--- src/rtl/tiny_cpu_core.sv ---
// Accumulator CPU core: fetches 8-bit instructions from a combinational ROM and emits bytes over valid/ready.
// Optional build macro TINY_CPU_ILLEGAL_TRAP_EN: opcodes 8-E halt the core instead of acting as NOP.
module tiny_cpu_core #(
    parameter logic [7:0] RESET_PC  = 8'h00,
    parameter logic [7:0] RESET_ACC = 8'h00
) (
    input  logic       clk,
    input  logic       rst,
    output logic [7:0] rom_addr,
    input  logic [7:0] rom_data,
    output logic [7:0] out_data,
    output logic       out_valid,
    input  logic       out_ready,
    output logic [7:0] acc,
    output logic       halted
);

    typedef enum logic [1:0] {
        FETCH,
        EXEC,
        WAIT_OUT,
        HALT
    } state_t;

    state_t     state_q, state_d;
    logic [7:0] pc_q, pc_d;
    logic [7:0] acc_q, acc_d;
    logic [7:0] ir_q, ir_d;
    logic [7:0] out_data_q, out_data_d;
    logic       out_valid_q, out_valid_d;
    logic       halted_q, halted_d;

    logic [3:0] opcode;
    logic [7:0] imm;

    assign opcode = ir_q[7:4];
    assign imm    = {4'h0, ir_q[3:0]};

    always_comb begin
        state_d     = state_q;
        pc_d        = pc_q;
        acc_d       = acc_q;
        ir_d        = ir_q;
        out_data_d  = out_data_q;
        out_valid_d = out_valid_q;
        halted_d    = halted_q;

        case (state_q)
            FETCH: begin
                ir_d    = rom_data;
                pc_d    = pc_q + 8'd1;
                state_d = EXEC;
            end
            EXEC: begin
                state_d = FETCH;
                case (opcode)
                    4'h0: ;
                    4'h1: acc_d = imm;
                    4'h2: acc_d = acc_q + imm;
                    4'h3: acc_d = acc_q - imm;
                    4'h4: pc_d = imm;
                    4'h5: if (acc_q == 8'h00) pc_d = imm;
                    4'h6: begin
                        out_data_d  = imm;
                        out_valid_d = 1'b1;
                        state_d     = WAIT_OUT;
                    end
                    4'h7: begin
                        out_data_d  = acc_q;
                        out_valid_d = 1'b1;
                        state_d     = WAIT_OUT;
                    end
                    4'hF: begin
                        halted_d = 1'b1;
                        state_d  = HALT;
                    end
`ifdef TINY_CPU_ILLEGAL_TRAP_EN
                    default: begin
                        halted_d = 1'b1;
                        state_d  = HALT;
                    end
`else
                    default: ;
`endif
                endcase
            end
            // out_data is deliberately left untouched after the transfer.
            WAIT_OUT: begin
                if (out_ready) begin
                    out_valid_d = 1'b0;
                    state_d     = FETCH;
                end
            end
            HALT: ;
        endcase
    end

    always_ff @(posedge clk or posedge rst) begin
        if (rst) begin
            state_q     <= FETCH;
            pc_q        <= RESET_PC;
            acc_q       <= RESET_ACC;
            ir_q        <= 8'h00;
            out_data_q  <= 8'h00;
            out_valid_q <= 1'b0;
            halted_q    <= 1'b0;
        end else begin
            state_q     <= state_d;
            pc_q        <= pc_d;
            acc_q       <= acc_d;
            ir_q        <= ir_d;
            out_data_q  <= out_data_d;
            out_valid_q <= out_valid_d;
            halted_q    <= halted_d;
        end
    end

    assign rom_addr  = pc_q;
    assign acc       = acc_q;
    assign out_data  = out_data_q;
    assign out_valid = out_valid_q;
    assign halted    = halted_q;

endmodule
--- config.mk ---
export PLATFORM = sky130hd
export DESIGN_NAME = tiny_cpu_core
export DESIGN_NICKNAME = d
export VERILOG_FILES = /design/src/rtl/tiny_cpu_core.sv
export SDC_FILE = /design/constraint.sdc
export NUM_CORES = 1
export LEC_CHECK = 0
export CORE_UTILIZATION = 55
export DETAILED_ROUTE_END_ITERATION = 7
export PLACE_DENSITY = 0.9
export SLEW_MARGIN = 0
export SYNTH_ARGS = -nofsm -noshare
export SYNTH_HDL_FRONTEND = slang
export SYNTH_SLANG_ARGS = --single-unit
--- constraint.sdc ---
create_clock -name clk -period 6.05 [get_ports clk]
set_input_delay 0.605 -clock clk [delete_from_list [all_inputs] [get_ports clk]]
set_output_delay 0.605 -clock clk [all_outputs]
set_load 0.1 [all_outputs]
**Word level (Yosys, flattened, before mapping)**

Index checks and enable logic that the tools add are counted.

- Latch bits: 0
- Register bits after elaboration: 36
- Memories kept: 0
- Output and inout port bits: 26
- Memory bits (read-only): 0
- RAM bits: 0
- Logic and storage cells: 49

- Shift operators: 0
- Multiply operators: 0
- Reduce and logical (&&, ||, !) cells: 14
- Order comparisons: 0
- Divide/modulo/power cells: 0
- $add $sub $neg: 3
- Bitwise operators: 0
- Equal/unequal tests: 14
- Multiplexer cells: 11

Operators by type and width:

| kind | count |
|---|---|
| case mux 8 bit (2 select lines) | 3 |
| case mux 8 bit (3 select lines) | 1 |
| equality test 4 x 3 -> 1 bit, second input constant | 4 |
| adder 8 x 1 -> 8 bit, second input constant | 1 |
| adder 8 x 4 -> 8 bit | 1 |
| equality test 4 x 2 -> 1 bit, second input constant | 2 |
| zero test 8 bit | 1 |
| 2-to-1 mux 8 bit | 1 |
| AND reduction 2 bit | 4 |
| subtractor 8 x 4 -> 8 bit | 1 |
| case mux 2 bit (3 select lines) | 1 |
| AND reduction 3 bit | 2 |
| nonzero test 2 bit | 3 |
| nonzero test 3 bit | 2 |
| equality test 4 x 1 -> 1 bit, second input constant | 1 |
| equality test 4 bit, second input constant | 1 |
| != test 2 bit, second input constant | 2 |
| case mux 2 bit (2 select lines) | 1 |
| != test 3 x 2 -> 1 bit, second input constant | 1 |
| != test 3 bit, second input constant | 1 |
| equality test 2 x 1 -> 1 bit, second input constant | 1 |
| equality test 2 bit, second input constant | 1 |
| zero test 2 bit | 1 |
| 2-to-1 mux 1 bit | 2 |
| 3 further kinds | 3 |

**Longest topological paths before layout**

- Word-level depth: 4
- Mapped depth: 10
- Gate-level depth less buffers: 10

**Worst setup path after synthesis**

No wires, ideal clock.

- Kind: register to register
- Start point: register acc_q[1] (netlist: acc[1])
- End point: register pc_q[0] (netlist: rom_addr[0])
- Buffers on the path: 1
- Path slack: 3.606 ns
- Data arrival time: 2.320 ns
- Required time: 5.926 ns
- Cell stages (with the launch flop): 7
- Cell sequence: dfrtp_1 -> or4_1 -> o21ai_1 -> a31oi_2 -> or2_1 -> buf_6 -> a211o_1

- Word-level cells in the longest chain between the ends: 3

Ends and longest elaborated chain:

| element | line | text |
|---|---|---|
| start: declaration | 27 | `logic [7:0] acc_q, acc_d;` |
| start signal: assignment | 102 | `acc_q <= RESET_ACC;` |
| start signal: assignment | 110 | `acc_q <= acc_d;` |
| zero test 8 bit | 62 | `4'h5: if (acc_q == 8'h00) pc_d = imm;` |
| != test 3 bit (no line) | n/a |  |
| AND reduction 3 bit (no line) | n/a |  |
| end signal: assignment | 109 | `pc_q <= pc_d;` |
| end: declaration | 26 | `logic [7:0] pc_q, pc_d;` |

Every way passes these cells.
A chain may end at the register's enable or synchronous reset.

**Final worst setup path**

- Start point: register ir_q[5]
- End point: register acc_q[7] (netlist: acc[7])

- Word-level cells in the longest chain between the ends: 3

Ends and longest elaborated chain:

| element | line | text |
|---|---|---|
| start: declaration | 28 | `logic [7:0] ir_q, ir_d;` |
| start signal: assignment | 111 | `ir_q <= ir_d;` |
| equality test 4 x 2 -> 1 bit / equality test 4 x 1 -> 1 bit (equally long branches) | 56 | `case (opcode)` |
| nonzero test 3 bit (no line) | n/a |  |
| AND reduction 2 bit (no line) | n/a |  |

Several ways; a longest one is shown, not always the timed one.

==> results.json <==
{
  "routed_wirelength_normalized_by_instance_count_um": 14.6,
  "clkSinkCount": 36,
  "yosys.cell_types.count": 44,
  "synth.avg_cell_area_sq_um": 9.16,
  "path_buf_inv": 0,
  "cts_hold_repair.buffers": 0,
  "detail_route.drc_violations": 0,
  "tritoncts": "built",
  "max-clock-path-buffers": 2,
  "postSynthNetCount": 247,
  "cap_viol_max_count": 0,
  "synth.yosys.seq_area_share": 0.437,
  "numCtsBuffers": 5,
  "fraction_of_layout_instances_using_a_drive_strength_above_1": 0.0579,
  "detail_route.vias_per_cell": 5.92,
  "placement.io_buffers": 36,
  "cp_slowest_cell": "sky130_fd_sc_hd__dfrtp_1",
  "synth_largest_type_area_fraction": 0.437,
  "wl_um": 4440,
  "critical_path_class": "flop to flop",
  "crit_path_cell_trace": "nor3b_2, a21oi_1, xnor2_1, ha_1, a21oi_1, a21oi_1, or3_1, a211o_1, nand3_1",
  "critical_path.most_common_cell": "sky130_fd_sc_hd__a21oi_1",
  "cp.arrival_ns": 2.99,
  "cp.required_ns": 6.28,
  "drt_iter0_drc": 153,
  "detailroute.via_count": 1807,
  "grt_pass1_vias": 1729,
  "cpLargestDelayFamily": "simple AND/OR/NAND/NOR gates",
  "final_antenna_net_count": 0,
  "postSynthRegisterBits": 36,
  "setup_repair_after_global_routing_missed_its_margin": "false",
  "synth_most_common_cell": "sky130_fd_sc_hd__dfrtp_1",
  "synth_enable_flop_cells": 0,
  "clock_skew_ns": 0.00811,
  "drt_pre_antenna_iters": 4,
  "slew_at_the_pin_closest_to_its_max_slew_limit_ns": 0.968,
  "insertedDiodeCount": 0,
  "post_cts_gate_resize_count": 0,
  "tns_ns": 0,
  "htreeDepth": 2,
  "cts_setup_buffers": 0,
  "grt_antenna_before_repair": 0,
  "grt_max_degree": 37,
  "timing_hold_violations_final": 0,
  "dieHeight_um": 63.2,
  "synth_top_cells_by_count": "sky130_fd_sc_hd__dfrtp_1, sky130_fd_sc_hd__nand2_1, sky130_fd_sc_hd__o21ai_0",
  "worstPathMaxFanout": 11,
  "groute.usage.overall": 0.251,
  "dieArea_sq_um": 4000,
  "synth_top_flop_cell": "sky130_fd_sc_hd__dfrtp_1",
  "fin_nets": 280,
  "post-synth-top-area-cell": "sky130_fd_sc_hd__dfrtp_1",
  "synth.yosys.warnings": 0,
  "clk_root_buffer_cell": "sky130_fd_sc_hd__clkbuf_8",
  "worstSetupEndpointType": "flop",
  "area_growth_pct": 22.6,
  "grt_pass1_wl_um": 7830,
  "clkSlewWorstSetupHoldPaths_ns": 0.07,
  "io_pins": 37,
  "floorplan.initialDensity": 0.594,
  "report.final.slew_viol_count": 0,
  "hold_path.class": "flop to flop",
  "type_of_element_launching_the_critical_path": "flop",
  "finalSetupViolCount": 0,
  "finalWeightedCongestion": 0.972,
  "fin_crit_ns": 2.76,
  "synth_top_cells_by_area": "sky130_fd_sc_hd__dfrtp_1, sky130_fd_sc_hd__nand2_1, sky130_fd_sc_hd__ha_1, sky130_fd_sc_hd__o21ai_0, sky130_fd_sc_hd__mux2i_1",
  "crit_path_max_incr_delay_ns": 0.51,
  "dp_hpwl_um": 3130,
  "placeableCoreArea_sq_um": 3470,
  "core.rowCount": 21,
  "synth_cells": 225,
  "fin_crit_sh": 0.457,
  "synth-async-reset-ratio": 1.00,
  "syn_area_sq_um": 2060,
  "clock_latency_reported_for_the_late_side_of_the_worst_skew_pair_ns": 0.29,
  "max_freq_mhz": 362,
  "globalRouteOverflowTotal": 0,
  "dieWidth_um": 63.2,
  "run_status": "finished, final reports clean",
  "slew_headroom": 0.353,
  "post-route-util": 0.728
}
[through the flow]
stage          instance area (sq um)  std cells  setup WS (ns)  hold slack [ns]
2_1_floorplan                   2060        225           3.61            0.588
6_report                        2530        305           3.29            0.475
3_3_place_gp                    2440        297           3.56            0.460
4_1_cts                         2530        305           3.39            0.485
5_1_grt                         2530        305           3.17            0.502
3_5_place_dp                    2440        297           3.40            0.469
[routing by layer]
layer	up-vias	wire, um	track usage	share of wire
met5	-	0	0	0
met4	0	82	0.0966	0.018
met3	10	269	0.0435	0.061
met2	71	2030	0.398	0.46
met1	858	2050	0.344	0.46
li1	868	-	-	-
[state kept, by name, indices dropped and copies added, names as in the netlist]
name / cells
acc: 8
halted: 1
ir_q: 8
out_data: 8
out_valid: 1
rom_addr: 8
state_q: 2
[tightest hold or removal path, delay by kind of cell (launching register included)]
family	cells	cell delay [ns]
and+or+nand+nor	2	0.10
DFF	1	0.34
[layout make-up]
type / instances / area (sq um)
repair buffers: 37 / 368
fillers: 261 / 942
flip-flops and latches: 36 / 901
inverters: 10 / 37.5
multi-input cells: 168 / 1070
well taps: 46 / 57.6
clock buffers: 8 / 90.1
[kinds of logic (layout without fill, tap and decap cells)]
logic type	count (synthesis)	count (layout)	share of synthesized area
muxes	13	13	0.0662
DFF	36	36	0.437
AOI/OAI and AO/OA	61	61	0.175
buffers and inverters	21	55	0.0425
xor gates and xnor gates	5	5	0.0213
and+or+nand+nor	78	78	0.187
adders and majority gates	11	11	0.0704
[cells in the final DEF, fill, tap and decap left out, types with 2 or more instances in the layout]
cell type and count:
sky130_fd_sc_hd__a211o_1 2, sky130_fd_sc_hd__a21oi_1 15, sky130_fd_sc_hd__and3_1 4, sky130_fd_sc_hd__clkbuf_1 2
sky130_fd_sc_hd__clkbuf_8 6, sky130_fd_sc_hd__clkdlybuf4s50_1 36, sky130_fd_sc_hd__dfrtp_1 36, sky130_fd_sc_hd__ha_1 10
sky130_fd_sc_hd__inv_1 10, sky130_fd_sc_hd__mux2_2 5, sky130_fd_sc_hd__mux2i_1 8, sky130_fd_sc_hd__nand2_1 35
sky130_fd_sc_hd__nand2b_1 2, sky130_fd_sc_hd__nand3_1 5, sky130_fd_sc_hd__nand4_1 2, sky130_fd_sc_hd__nor2_1 9
sky130_fd_sc_hd__nor2b_1 2, sky130_fd_sc_hd__nor3_1 5, sky130_fd_sc_hd__nor3b_1 4, sky130_fd_sc_hd__o21ai_0 23
sky130_fd_sc_hd__o21ai_1 4, sky130_fd_sc_hd__o22ai_1 3, sky130_fd_sc_hd__o2bb2ai_1 3, sky130_fd_sc_hd__o31ai_1 3
sky130_fd_sc_hd__or4_1 2, sky130_fd_sc_hd__xnor2_1 2, sky130_fd_sc_hd__xor2_1 3
[path summary, 6_finish.rpt]
path,start,end,slack (ns),depth (start not counted)
worst max-delay path,ir_q[5]$_DFFE_PP0P_,acc[7]$_DFFE_PP0P_,3.29,9
worst min-delay path,out_valid$_DFFE_PP0P_,out_valid$_DFFE_PP0P_,0.47,2
worst max register to register,ir_q[5]$_DFFE_PP0P_,acc[7]$_DFFE_PP0P_,3.29,9
worst min register to register,out_valid$_DFFE_PP0P_,out_valid$_DFFE_PP0P_,0.47,2
max in group asynchronous,rst,rom_addr[6]$_DFFE_PP0P_,5.01,3
min in group asynchronous,rst,acc[7]$_DFFE_PP0P_,0.72,3
Power is left out: the tool's default activity adds up to more than one toggle a clock period on the data nets, which glitch-free logic cannot reach.
